--- config.mk ---
export PLATFORM = sky130hd
export DESIGN_NAME = pulse_count_reader_flat
export DESIGN_NICKNAME = d
export VERILOG_FILES = /design/src/rtl/pulse_count_reader_if.sv /design/src/rtl/pulse_count_reader.sv /design/src/flat_wrapper.sv
export SDC_FILE = /design/constraint.sdc
export NUM_CORES = 1
export LEC_CHECK = 0
export ABC_AREA = 1
export ABC_CLOCK_PERIOD_IN_PS = 2970
export CORE_MARGIN = 4
export CORE_UTILIZATION = 52
export DETAILED_ROUTE_END_ITERATION = 10
export GPL_TIMING_DRIVEN = 0
export MAX_ROUTING_LAYER = met4
export PLACE_DENSITY = 0.79
export RECOVER_POWER = 100
export SLEW_MARGIN = 20
export SYNTH_ARGS = -nofsm -noshare
export SYNTH_HDL_FRONTEND = slang
export SYNTH_SLANG_ARGS = --single-unit
--- constraint.sdc ---
create_clock -name clk -period 2.97 [get_ports clk]
set_input_delay 0.297 -clock clk [delete_from_list [all_inputs] [get_ports clk]]
set_output_delay 0.297 -clock clk [all_outputs]
set_load 0.05 [all_outputs]
--- src/rtl/pulse_count_reader_if.sv ---
// Bundles the FIFO read port and the byte-stream port of pulse_count_reader.
// The master modport is the reader itself; the slave modport is its surroundings.
interface pulse_count_reader_if;
    logic        fifo_empty;
    logic        fifo_rd;
    logic [31:0] fifo_dout;
    logic [7:0]  tx_data;
    logic        tx_valid;
    logic        tx_ready;

    modport master (
        input  fifo_empty, fifo_dout, tx_ready,
        output fifo_rd, tx_data, tx_valid
    );

    modport slave (
        output fifo_empty, fifo_dout, tx_ready,
        input  fifo_rd, tx_data, tx_valid
    );
endinterface

--- src/rtl/pulse_count_reader.sv ---
// Pops packed-BCD photon counts from a FIFO and streams each one as ASCII decimal,
// most significant digit first, with optional leading-zero suppression and CR LF.
module pulse_count_reader #(
    parameter bit SUPPRESS_LZ = 1'b1,
    parameter bit EOL_EN      = 1'b1
) (
    input  logic                        clk,
    input  logic                        rst,
    input  logic                        en,
    pulse_count_reader_if.master        bus,
    output logic                        busy,
    output logic                        bcd_err
);

    typedef enum logic [2:0] {IDLE, RD, CAP, SEND, CR, LF} state_e;

    state_e      state_q, state_d;
    logic [31:0] word_q, word_d;
    logic [2:0]  idx_q, idx_d;
    logic        lead_q, lead_d;
    logic        fifo_rd_q, fifo_rd_d;
    logic [7:0]  tx_data_q, tx_data_d;
    logic        tx_valid_q, tx_valid_d;
    logic        busy_q, busy_d;
    logic        bcd_err_q, bcd_err_d;

    // Digit evaluation request: shared by CAP (first digit) and SEND (next digit).
    logic        ev_en;
    logic [31:0] ev_word;
    logic [2:0]  ev_idx;
    logic        ev_lead;
    logic [3:0]  ev_digit;

    function automatic logic [3:0] nibble(input logic [31:0] w, input logic [2:0] i);
        return w[{i, 2'b00} +: 4];
    endfunction

    function automatic logic [7:0] to_ascii(input logic [3:0] d);
        return (d > 4'd9) ? 8'h3F : (8'h30 + {4'h0, d});
    endfunction

    function automatic logic has_bad_nibble(input logic [31:0] w);
        logic bad;
        bad = 1'b0;
        for (int k = 0; k < 8; k++) begin
            if (nibble(w, 3'(k)) > 4'd9) bad = 1'b1;
        end
        return bad;
    endfunction

    always_comb begin
        // NOTE: every signal written here gets a default first, so no path can infer a latch.
        state_d    = state_q;
        word_d     = word_q;
        idx_d      = idx_q;
        lead_d     = lead_q;
        fifo_rd_d  = 1'b0;
        tx_data_d  = tx_data_q;
        tx_valid_d = tx_valid_q;
        bcd_err_d  = 1'b0;
        ev_en      = 1'b0;
        ev_word    = word_q;
        ev_idx     = idx_q;
        ev_lead    = lead_q;
        ev_digit   = 4'h0;

        case (state_q)
            IDLE: begin
                tx_valid_d = 1'b0;
                if (en && !bus.fifo_empty) begin
                    state_d   = RD;
                    fifo_rd_d = 1'b1;
                end
            end
            RD: state_d = CAP;
            CAP: begin
                word_d    = bus.fifo_dout;
                idx_d     = 3'd7;
                bcd_err_d = has_bad_nibble(bus.fifo_dout);
                state_d   = SEND;
                ev_en     = 1'b1;
                ev_word   = bus.fifo_dout;
                ev_idx    = 3'd7;
                ev_lead   = SUPPRESS_LZ;
            end
            SEND: begin
                // tx_valid low in SEND marks a skipped leading zero at idx_q.
                if (!tx_valid_q || bus.tx_ready) begin
                    if (tx_valid_q && idx_q == 3'd0) begin
                        if (EOL_EN) begin
                            state_d   = CR;
                            tx_data_d = 8'h0D;
                        end else begin
                            state_d    = IDLE;
                            tx_valid_d = 1'b0;
                        end
                    end else begin
                        idx_d  = idx_q - 3'd1;
                        ev_en  = 1'b1;
                        ev_idx = idx_q - 3'd1;
                    end
                end
            end
            CR: begin
                if (bus.tx_ready) begin
                    state_d   = LF;
                    tx_data_d = 8'h0A;
                end
            end
            LF: begin
                if (bus.tx_ready) begin
                    state_d    = IDLE;
                    tx_valid_d = 1'b0;
                end
            end
            default: begin
                state_d    = IDLE;
                tx_valid_d = 1'b0;
            end
        endcase

        // A nibble above 9 is printed as '?' and ends the leading-zero run.
        if (ev_en) begin
            ev_digit = nibble(ev_word, ev_idx);
            if (ev_lead && ev_digit == 4'h0 && ev_idx != 3'd0) begin
                tx_valid_d = 1'b0;
                lead_d     = 1'b1;
            end else begin
                tx_valid_d = 1'b1;
                tx_data_d  = to_ascii(ev_digit);
                lead_d     = 1'b0;
            end
        end

        busy_d = (state_d != IDLE);
    end

    // NOTE: state is updated with non-blocking assignments so every flop samples pre-edge values.
    always_ff @(posedge clk) begin
        if (rst) begin
            state_q    <= IDLE;
            // NOTE: the word register is cleared too, so a discarded word never lingers after reset.
            word_q     <= '0;
            idx_q      <= '0;
            lead_q     <= 1'b0;
            fifo_rd_q  <= 1'b0;
            tx_data_q  <= 8'h00;
            tx_valid_q <= 1'b0;
            busy_q     <= 1'b0;
            bcd_err_q  <= 1'b0;
        end else begin
            state_q    <= state_d;
            word_q     <= word_d;
            idx_q      <= idx_d;
            lead_q     <= lead_d;
            fifo_rd_q  <= fifo_rd_d;
            tx_data_q  <= tx_data_d;
            tx_valid_q <= tx_valid_d;
            busy_q     <= busy_d;
            bcd_err_q  <= bcd_err_d;
        end
    end

    assign bus.fifo_rd  = fifo_rd_q;
    assign bus.tx_data  = tx_data_q;
    assign bus.tx_valid = tx_valid_q;
    assign busy         = busy_q;
    assign bcd_err      = bcd_err_q;

endmodule
--- src/flat_wrapper.sv ---
// flat-port wrapper written by rule: the top's interface ports become plain ports
module pulse_count_reader_flat 
#(
    parameter bit SUPPRESS_LZ = 1'b1,
    parameter bit EOL_EN      = 1'b1
)
  (clk, rst, en, busy, bcd_err, bus_fifo_empty, bus_fifo_dout, bus_tx_ready, bus_fifo_rd, bus_tx_data, bus_tx_valid);
  pulse_count_reader_if bus_i ();
  input  logic clk;
  input  logic rst;
  input  logic en;
  output logic busy;
  output logic bcd_err;
  input wire logic [$bits(bus_i.fifo_empty)-1:0] bus_fifo_empty;
  input wire logic [$bits(bus_i.fifo_dout)-1:0] bus_fifo_dout;
  input wire logic [$bits(bus_i.tx_ready)-1:0] bus_tx_ready;
  output wire logic [$bits(bus_i.fifo_rd)-1:0] bus_fifo_rd;
  output wire logic [$bits(bus_i.tx_data)-1:0] bus_tx_data;
  output wire logic [$bits(bus_i.tx_valid)-1:0] bus_tx_valid;
  assign bus_i.fifo_empty = bus_fifo_empty;
  assign bus_i.fifo_dout = bus_fifo_dout;
  assign bus_i.tx_ready = bus_tx_ready;
  assign bus_fifo_rd = bus_i.fifo_rd;
  assign bus_tx_data = bus_i.tx_data;
  assign bus_tx_valid = bus_i.tx_valid;
  pulse_count_reader #(.SUPPRESS_LZ(SUPPRESS_LZ), .EOL_EN(EOL_EN)) u_core (.clk(clk), .rst(rst), .en(en), .bus(bus_i), .busy(busy), .bcd_err(bcd_err));
endmodule
==> metrics list, run 1 <==
- No sink is reached through more buffers than the 2 on the longest clock path.
- Startpoint of the most critical hold path: rst
- Number of global-route vias before repair: 2415
- Type of the worst setup path: register to register
* Leakage: 0.001602 uW
- In this run the count of I/O pins placed on the die edge is 49.
* Pin slew with the least headroom to its limit: 598.9 ps
* Routed length per placed instance: 12.47 um
- The count of cells in the finished layout, fillers not included, comes to 514.
- Critical path, cell by cell: inv_2, nand3_1, clkbuf_1, clkbuf_1, nand4_1, nand3_1, nand2_1, nand2_1, nand3_2, nor2_4, nand2_4, nand2_4, a21oi_1
- Based on the critical path, the design can be clocked at up to 382.8 MHz.
* Terminus of the critical flop-to-flop path: u_core.bus.tx_data[5]
- Routability-driven placement finished with a final weighted congestion of 0.8544.
- Across the routed clock network, the largest skew measured is 4.586 ps.
- Power density cells: 530.2 nW/um^2
* Clock root cell: clkbuf_8
- Synthesis inferred 51 register bits.
* Share of power burned in the clock network: 0.222
- The path class of the tightest hold or removal check is input port to register.
- During synthesis, Yosys emitted a total of 0 warnings.
- Share of the synthesized area in the top cell type: 0.3817
- Per-instance average area after synthesis: 6.824 um^2
- In this run the register-to-register setup slack is 360 ps.
* Gate power share: 0.341
- Die H: 79.73 um
* Share of post-route cells with drive strength above 1: 0.07606
- After the first detailed-routing iteration, the DRC count stood at 153.
- # placed instances: 506
- Layout filler cell count: 458
- Max Cap Violations: 0
* Leading post-synthesis cells by cell area: dfxtp_1 38%, nand2_1 13%, nor2_1 7.0%
- The die covers 6356 um^2.
- Endpoint of the worst hold-timing path: u_core.state_q[2]
- Clock latency on the worst-skew pair, taken at its later pin, is 310 ps.
- Number of instances in the synthesized netlist: 392
- Number of remaining DRC errors: 0
* Headroom to the max-slew limit: 0.6008
- HPWL after detailed placement: 4828 um
* Final critical path time including I/O delays and setup: 2613 ps
* Post-synthesis sequential area ratio: 0.3817
* Util after Layout: 0.6779
* Standard cell with the maximum stage delay on the critical path: dfxtp_1
- Layout overhead on the synthesized area: 22.87%
* Total standard cell area after synthesis: 2675 um^2
- Sw Pwr: 615.1 uW
- Data required time at the worst endpoint: 3140 ps
- Hold violation total from the final report: 0
* Area of the core region: 4848 um^2
* CTS Hold Bufs: 0
* Post_cts resized: 0
- Met1 routing resource usage after global routing: 0.2746
* Top fanout value on the critical path: 10
* Wire length reported by the detailed router: 6412 um
- Sink count of the clock tree: 51
* Aggregate global-route resource usage: 0.2183
* Crit-path max cell delay: 460 ps
- Remaining Overflow, GRT: 0
- The floorplan has 25 rows.
- Number of vias per cell: 5.099
- The pre-antenna-repair detailed-routing pass consisted of 4 iterations.
* Reg2reg start: u_core.state_q[2]
- The final layout contains 485 nets.
- The die is 79.73 um wide.
- Data arrival at the endpoint of the critical path: 2780 ps
* Number of cells on the worst reg-to-reg path: 13
- IR analysis of the VDD net gives a maximum drop of 0.2886 mV.
* Register clock-pin slew on the reported worst setup and hold paths: 90 ps
- The share of total power dissipated in sequential elements is 0.437.
- The count of buffers added on input and output ports is 47.
- Final-report setup violation count: 0
- Counting instances, the worst hold path has a depth of 2.
- The number of buffers and inverters on the critical path is 3.
- Kind of end point of the critical path: register
- CTS tree: yes
- Cell internal power was estimated by the tool at 1127 uW.
- For met3 alone, demand over resource in global routing was 0.04515.
* Clock buffers created by TritonCTS: 5
* Outcome: finished, final reports clean
- Number of different library cells in the post-synthesis netlist: 35
- Met2 capacity usage during global routing: 0.3523
* Top cell type by total area after synthesis: dfxtp_1
- Routed via count: 2621
* Number of nets with antenna violations after detailed routing: 0
* Number of antenna cells inserted: 0
* Layer carrying the most global-route usage: met2
- The max-slew violation total from the final report came to 0.
* Maximum number of pins on one net before global-route repair: 15
- The first global-routing pass estimated 10760 um of wire.
* Cell family with the largest share of critical-path delay: simple AND/OR/NAND/NOR gates
* Number of buffers inserted to repair setup after CTS: 0
- Post-route fraction of the period consumed by the critical path: 0.8797
- For this configuration, the core starts out at a cell density of 0.5517.
* H-tree level count: 2
- Adding up every negative setup slack in the final design gives 0 ps.
* Kind of start point of the critical path: register
* Switching fraction of total power: 0.3530
* Unrepaired setup endpoints after global routing: no
- Net Count, Synth: 431
* Number of antenna violations at the first check in global routing: 0
worst max-delay path by stage:
stage                        startpoint  slack [ps]  depth (start not counted)               endpoint
floorplan           u_core.bus.tx_valid         610                         12  u_core.bus.tx_data[5]
global placement           bus_tx_ready         290                         14  u_core.bus.tx_data[5]
detailed placement         bus_tx_ready         230                         14  u_core.bus.tx_data[5]
CTS                     u_core.idx_q[0]         360                         14  u_core.bus.tx_data[5]
global route          u_core.state_q[1]          80                         14  u_core.bus.tx_data[0]
finish                u_core.state_q[2]         360                         13  u_core.bus.tx_data[5]
worst register-to-register path: stages, from the launching register on:
cell and delay [ps]:
dfxtp_1 460, inv_2 70, nand3_1 140, clkbuf_1 440
clkbuf_1 440, nand4_1 160, nand3_1 100, nand2_1 70
nand2_1 110, nand3_2 100, nor2_4 110, nand2_4 80
nand2_4 110, a21oi_1 80
cell usage after synthesis:
cell,instances
nand3_1,31
nand4_1,18
nand2_2,3
nand2_4,4
o21ai_1,10
mux2i_1,4
nor3_1,2
nor4_1,1
a311oi_1,1
dfxtp_1,51
inv_2,6
a21oi_2,2
nand4_4,1
nand3_4,2
buf_6,3
a21oi_1,13
o21ai_0,19
nor2_2,4
nor2_4,2
inv_1,47
nand2_1,92
nand3_2,1
or2_1,1
or3_1,1
a211oi_1,1
clkinv_1,1
or2_2,2
buf_4,1
a31oi_1,2
o2111ai_1,1
ha_1,2
nor2_1,50
buf_2,6
clkbuf_1,6
nand3b_1,1
final cells by class:
type	count	area [um^2]	area share
multi-input combinational	271	1343	0.4085
sequential	51	1021	0.3106
timing repair buffer	47	470.5	0.1431
inverter	54	202.7	0.06167
buffer	16	85.08	0.02589
tap	67	83.83	0.02550
clock buffer	7	76.32	0.02322
clock inverter	1	5.005	0.001523
flip-flops by register name (all words and copies together), names as in the netlist:
signal               flops
u_core.bus.tx_valid      1
u_core.word_q           32
u_core.lead_q            1
u_core.state_q           3
u_core.busy              1
u_core.bus.fifo_rd       1
u_core.idx_q             3
u_core.bus.tx_data       8
u_core.bcd_err           1
power by group through the flow:
stage / combinational, uW / sequential (uW) / clock (uW)
5_1_grt: 676 / 768 / 421
3_3_place_gp: 595 / 778 / 0
3_5_place_dp: 600 / 779 / 0
6_report: 595 / 761 / 387
4_1_cts: 604 / 763 / 395
2_1_floorplan: 393 / 822 / 0
cells by family after synthesis:
family	share of synthesized area
fa+ha+maj	0.009353
simple gates	0.3840
mux	0.01497
compound gates	0.09916
flops	0.3817
buf+inv	0.1108
through the flow:
stage                     power, uW  area, um^2  hold WS (ps)  setup WS, ps
after detailed placement       1379        3229         448.8         232.5
final                          1743        3287         311.3         357.4
after floorplan                1215        2675         459.2         613.6
after global placement         1372        3229         444.7         292.4
after global routing           1865        3287         336.8         78.23
after CTS                      1762        3311         305.6         361.7
cell usage in the layout (no fill, tap or decap), types with 3 or more instances in the layout:
| cell type | synthesis | routed |
|---|---|---|
| nand2_1 | 92 | 94 |
| nand3_1 | 31 | 31 |
| clkdlybuf4s50_1 | 0 | 35 |
| nand4_1 | 18 | 18 |
| clkbuf_1 | 6 | 13 |
| o21ai_0 | 19 | 24 |
| nand2_4 | 4 | 3 |
| dfxtp_1 | 51 | 51 |
| clkbuf_8 | 0 | 5 |
| inv_2 | 6 | 6 |
| inv_1 | 47 | 47 |
| o21ai_1 | 10 | 5 |
| dlygate4sd3_1 | 0 | 12 |
| buf_6 | 3 | 3 |
| a21oi_1 | 13 | 13 |
| nor2_1 | 50 | 52 |
| mux2i_1 | 4 | 4 |
per-layer routing:
layer  up-vias  share of wire
met3        18          0.060
met1      1162           0.47
met2        78           0.45
li1       1363              -
met5         -              0
met4         0          0.018
Power figures use the tool's default switching activity.
==> inputs of run 2 (changes only) <==
- CORE_UTILIZATION: 52 -> 54
- CTS_BUF_LIST: not set -> sky130_fd_sc_hd__clkbuf_2
- PLACE_DENSITY: 0.79 -> 0.82
- RECOVER_POWER: 100 -> not set
==> run 2 against run 1 <==
Net effect: clock skew up 28 ps; flip-flop and latch count unchanged; clock power down 33%; sequential share of layout area up 0.23 points; combinational power up 2%; cell count down 0.19%; total power down 6.3%; largest cell class unchanged; largest power group unchanged.
==> metrics list, run 2 (synthesized netlist as in run 1, its figures left out) <==
- Data required time at the worst endpoint: 3350 ps
* Overall die width: 78.39 um
- Top fanout value on the critical path: 10
* FF-to-FF setup slack: 350 ps
- Clock-pin slew was measured on the worst setup and hold paths at 200 ps.
- CTS Hold Bufs: 0
- Summed over all nets, the half-perimeter wirelength after detailed placement is 4931 um.
* Number of antenna cells inserted: 0
- Sink count of the clock tree: 51
- Worst IR Drop VDD: 0.2795 mV
* Highest achievable clock rate: 381.5 MHz
- Number of global-route vias before repair: 2535
* Port buffer count: 47
- Cell family with the largest share of critical-path delay: simple AND/OR/NAND/NOR gates
* Share of post-route cells with drive strength above 1: 0.09641
- Kind of start point of the critical path: register
- Layout filler cell count: 473
- Reg2reg start: u_core.idx_q[0]
- By instance count, the cell type seen most on the critical path is nand2_1.
* Final instance area: 3263 um^2
- The die covers 6144 um^2.
- Layout overhead on the synthesized area: 21.98%
* Switching fraction of total power: 0.3733
* Clock buffers created by TritonCTS: 5
- Share of power burned in the clock network: 0.158
- Total stage count of the critical path: 15
- Commonest cells after routing, fill and taps aside: 92 x nand2_1, 51 x dfxtp_1, 50 x nor2_1, 47 x inv_1, 47 x clkdlybuf4s50_1
* Final critical path time including I/O delays and setup: 2622 ps
- Of the total power, combinational logic draws 0.373.
- The number of failing hold endpoints at the final stage came to 0.
* CTS tree: yes
* Number of cells on the worst reg-to-reg path: 15
- Effective utilization at floorplan: 0.5626
- Kind of end point of the critical path: register
- In this run the tightest slew margin relative to its limit is 0.6040.
- The first global-routing pass estimated 11130 um of wire.
- Number of buffers inserted to repair setup after CTS: 0
* Type of the worst setup path: register to register
- The largest single stage delay on the critical path is 420 ps.
* Area of the core region: 4755 um^2
- At the later pin of the worst-skew pair, clock insertion delay measures 440 ps.
- Placed instance area: 3229 um^2
- Entering global routing, the biggest net connects 15 pins.
- The tightest min-delay check is of the input port to register type.
* Unrepaired setup endpoints after global routing: no
* Number of vias per cell: 5.177
- Wire length reported by the detailed router: 6492 um
- Power spread over the standard cell area amounts to 500.6 nW/um^2.
- H-tree level count: 2
- Pin slew with the least headroom to its limit: 594.0 ps
* Die H: 78.39 um
- After detailed routing, the number of remaining DRC violations is 0.
* Worst setup path start: u_core.idx_q[0]
- Internal Dissipation: 1024 uW
- Register with the most flip-flops: u_core.word_q
- Number of nets in the final layout: 485
* Terminus of the critical flop-to-flop path: u_core.bus.tx_data[3]
- Summed over all nets, the switching power comes to 609.8 uW.
- Routed length per placed instance: 12.65 um
* Post_cts resized: 0
* Outcome: finished, final reports clean
- Aggregate global-route resource usage: 0.2340
- Standard cell with the maximum stage delay on the critical path: clkbuf_1
* End point of the critical path: u_core.bus.tx_data[3]
* Worst hold margin: 193.7 ps
- The first routing iteration left 168 violations.
* Commonest non-fill, non-tap cell in the layout: nand2_1
- Placement Rows: 25
* Number of buffers on the longest clock path: 2
- At the end of routability-driven placement, the weighted congestion stood at 0.9295.
- The critical path goes through inv_1, ha_1, nand3_1, nand4_4, clkbuf_1, nand4_1, nand3_1, nand2_1, nand2_1, nand2_1, nor2_4, nand2_4, nand2_4, nand3_1, nand2_1.
* Slew Viols, Final: 0
* Skew final: 32.28 ps
- The first detailed-routing pass took 5 iterations.
- Of the total power, registers draw 0.469.
- Sum of buffers and inverters on the critical path: 2
* Clock root cell: clkbuf_2
- Detailed routing inserted a total of 2656 vias.
- In this run the static leakage power is 0.001565 uW.
- Post-route fraction of the period consumed by the critical path: 0.8827
- Startpoint of the most critical hold path: rst
- 49 I/O pins were placed.
- Max FFs per register: 32
- The initial antenna violation count was 0.
* Data arrival at the endpoint of the critical path: 3000 ps
- Setup violations remaining at the end of the flow were counted as 0.
* Max Cap Violations: 0
- Number of nets with antenna violations after detailed routing: 0
- After global routing the overflow that remains totals 0.
- Summed over all failing endpoints, the final setup total negative slack is 0 ps.
run 2: cell count changes in the layout (fill, tap and decap cells not counted), moves of 2 or more:
cell	previous run	this run
buf_2	2	6
clkbuf_1	13	6
clkbuf_2	0	5
clkbuf_8	5	0
clkdlybuf4s50_1	35	47
dlygate4sd3_1	12	0
nand2_1	94	92
nor2_1	52	50
nor2_2	2	4
o21ai_0	24	19
o21ai_1	5	10
run 2: routing by layer:
| metal | global-route usage | part of all wire | vias to the layer above | routed length, um |
|---|---|---|---|---|
| met4 | 0.08392 | 0.019 | 0 | 123 |
| met2 | 0.3904 | 0.48 | 92 | 3099 |
| met3 | 0.04931 | 0.064 | 15 | 417 |
| met1 | 0.2799 | 0.44 | 1185 | 2851 |
| met5 | - | 0 | - | 0 |
| li1 | - | - | 1364 | - |
run 2: worst reg2reg max path, cell delays in order, from the launching register on:
cell and delay (ps):
dfxtp_1 380, inv_1 150, ha_1 180, nand3_1 230
nand4_4 250, clkbuf_1 420, nand4_1 150, nand3_1 130
nand2_1 70, nand2_1 60, nand2_1 100, nor2_4 140
nand2_4 90, nand2_4 110, nand3_1 80, nand2_1 60
run 2: layout make-up:
| type | count | area, um^2 | area share |
|---|---|---|---|
| inverter | 54 | 202.7 | 0.06212 |
| sequential | 51 | 1021 | 0.3129 |
| timing repair buffer | 47 | 470.5 | 0.1442 |
| multi-input combinational | 271 | 1358 | 0.4160 |
| buffer | 16 | 93.84 | 0.02876 |
| clock inverter | 2 | 8.758 | 0.002684 |
| tap | 67 | 83.83 | 0.02569 |
| clock buffer | 5 | 25.02 | 0.007669 |
run 2: stage by stage:
step           setup slack, ps  power [uW]    util  std cells
3_5_place_dp             231.4        1382  0.6792        506
2_1_floorplan            613.6        1215       -        392
3_3_place_gp             260.1        1372  0.6792        506
6_report                 348.5        1633  0.6863        513
5_1_grt                  67.28        1749  0.6863        513
4_1_cts                  351.0        1637  0.6863        513
run 2: power groups by stage:
stage	Sequential (uW)	Clock (uW)	Combinational [uW]
final	766	258	609
after global routing	773	288	689
after CTS	766	265	606
after detailed placement	781	0	601
after global placement	778	0	594
after floorplan	822	0	393
run 2: worst min path at each step:
| stage | to | cells past startpoint | slack [ps] |
|---|---|---|---|
| 2_1_floorplan | u_core.word_q[21] | 2 | 460 |
| 3_3_place_gp | u_core.bus.tx_data[7] | 2 | 450 |
| 3_5_place_dp | u_core.bus.tx_data[7] | 2 | 450 |
| 4_1_cts | u_core.state_q[0] | 2 | 170 |
| 5_1_grt | u_core.state_q[0] | 2 | 180 |
| 6_report | u_core.state_q[0] | 2 | 190 |
==> inputs of run 3 (changes only) <==
- CORE_MARGIN: 4 -> not set
==> run 3 against run 2 <==
Net effect: first-iteration DRC count is 1.8% lower; count of clock-buffer cells in the layout grew 2; critical path depth stayed put; clock power up 7.8%; clock skew decreased by 14 ps; routed wire length up 2.5%; flip-flop and latch count unchanged; total power rose by 1.6%; die area fell by 15%; sequential power is essentially flat; largest cell class unchanged.
==> metrics list, run 3 (synthesized netlist as in run 1, its figures left out) <==
* Outcome: finished, final reports clean
- Clock buffers created by TritonCTS: 5
* Unrepaired setup endpoints after global routing: no
- The filler cells instantiated in the layout total 457.
- Once layout is done, the placed cells without fillers occupy 3269 um^2.
- Number of remaining DRC errors: 0
* Effective utilization at floorplan: 0.5626
- Share of power burned in the clock network: 0.167
- The floorplan step defined a core boundary enclosing 4755 um^2.
- Gate power share: 0.371
* H-tree level count: 2
- The worst pin sits at a relative slew slack of 0.5768.
- In this run the post-CTS setup repair buffer count came out at 0.
- Die H: 72.39 um
- In this run the tool buffered the top-level ports with 47 buffer cells.
* Top-level port count: 49
- Dividing the detail-routed via count by the number of cells gives 5.202.
* Number of global-route vias before repair: 2442
- Derived from the worst setup path, the maximum achievable clock frequency is 371.7 MHz.
* Top fanout value on the critical path: 10
- From left edge to right edge, the die measures 72.39 um.
* Type of the worst setup path: register to register
* Number of cells in the finished layout apart from fillers: 514
- Setup violations remaining at the end of the flow were counted as 0.
- Router iterations before antenna repair: 4
- Post_cts resized: 0
- Number of buffers on the longest clock path: 2
- Internal Dissipation: 1038 uW
* # placed instances: 506
- The critical path starts at u_core.idx_q[0].
- Clock root cell: clkbuf_2
- More flip-flops sit in one register than any other, and that register is u_core.word_q.
- The completed layout was analyzed and its total power is 1660 uW.
- At the worst endpoint, the required time is 3360 ps.
- In the final design database the tool counted 485 nets.
* Max FFs per register: 32
- The first global-routing pass estimated 10800 um of wire.
- For this design, the sink count on the clock tree is 51.
* Gpl congestion: 0.9471
- Once routing completed, OpenROAD measured the worst setup slack at 279.7 ps.
- Kind of end point of the critical path: register
* Aggregate global-route resource usage: 0.2752
- Summed over all nets, the half-perimeter wirelength after detailed placement is 5048 um.
- The detailed router placed 2674 vias in this run.
- The detailed router finished its first iteration with 165 violations.
- Share of post-route cells with drive strength above 1: 0.1007
- The tool flagged a number of max-cap violations equal to 0.
- Final critical path time including I/O delays and setup: 2690 ps
* Kind of start point of the critical path: register
* Slew Viols, Final: 0
* Commonest cells after routing, fill and taps aside: 92 x nand2_1, 51 x dfxtp_1, 50 x nor2_1, 47 x inv_1, 47 x clkdlybuf4s50_1
- IR analysis of the VDD net gives a maximum drop of 0.3104 mV.
- After detailed placement, the total cell area comes to 3229 um^2.
- Routed length per placed instance: 12.95 um
- Data arrival at the endpoint of the critical path: 3080 ps
- At the pin with the least slew margin, the transition time is 634.8 ps.
* Remaining Overflow, GRT: 0
- Leakage: 0.001571 uW
- On the final layout, the worst clock skew is 18.75 ps.
* Placement Rows: 25
* TNS Setup: 0 ps
- Wire length reported by the detailed router: 6656 um
- Relative to the synthesized area, the layout overhead comes to 22.22%.
- The later pin in the worst-skew pair is clocked with a latency of 440 ps.
- In this run the remaining antenna-violating nets after routing total 0.
* Total Die Area: 5240 um^2
* Switching fraction of total power: 0.3746
* Share of power burned in registers: 0.462
- Post-route fraction of the period consumed by the critical path: 0.9058
* Number of antenna cells inserted: 0
* Hold violation total from the final report: 0
- Before CTS, the worst setup slack after placement is 217.0 ps.
* Register clock-pin slew on the reported worst setup and hold paths: 230 ps
- TritonCTS built the clock tree.
- The library cell used most frequently in the layout, excluding fill and tap cells, is nand2_1.
- Number of antenna violations at the first check in global routing: 0
* Power density cells: 507.8 nW/um^2
- Sw Pwr: 621.9 uW
- Entering global routing, the biggest net connects 15 pins.
- CTS Hold Bufs: 0
* Reg2reg start: u_core.idx_q[0]
- In this run the most critical hold path is launched from rst.
* Hold Crit Class: input port to register
run 3: cell types whose count changed in the layout (fill, tap and decap cells not counted), sizes merged:
cell,before,now
clkinv,3,2
clkbuf,11,13
run 3: through the flow:
stage | hold WS [ps] | util
after floorplan | 459.2 | -
after global placement | 446.2 | 0.6792
after detailed placement | 453.7 | 0.6792
after CTS | 158.5 | 0.6876
after global routing | 179.7 | 0.6876
final | 175.1 | 0.6876
run 3: final cells by class:
type,count,area [um^2],share of cell area
Clock buffer,7,35.03,0.01072
Timing Repair Buffer,47,470.5,0.1439
Tap cell,67,83.83,0.02564
Clock inverter,1,5.005,0.001531
Buffer,16,93.84,0.02870
Multi-Input combinational cell,271,1358,0.4152
Sequential cell,51,1021,0.3123
Inverter,54,202.7,0.06200
run 3: worst max-delay path, stage by stage (launching register included):
cell and delay [ps]:
dfxtp_1 390, inv_1 140, ha_1 180, nand3_1 220, nand4_4 240, clkbuf_1 450, nand4_1 150, nand3_1 130
nand2_1 60, nand2_1 60, nand2_1 130, nor2_4 140, nand2_4 90, nand2_4 110, nand2_4 70, nor2_2 90
run 3: power groups by stage:
stage	Combinational, uW	Clock [uW]	Sequential (uW)
finish	616	278	767
global route	685	305	773
CTS	613	280	766
detailed placement	609	0	780
global placement	599	0	778
floorplan	393	0	822
run 3: worst paths after layout:
kind	endpoint	slack, ps	depth (start not counted)
max	u_core.bus.tx_data[6]	280	15
max reg2reg	u_core.bus.tx_data[6]	280	15
min	u_core.state_q[0]	180	2
min reg2reg	u_core.bus.tx_data[5]	480	2
run 3: routing by layer:
metal  track usage  share of wire  vias to the layer above
met5             -              0                        -
met4       0.08061          0.012                        0
met3       0.04722          0.069                       10
met2        0.4517           0.48                       80
met1        0.3478           0.44                     1218
li1              -              -                     1366
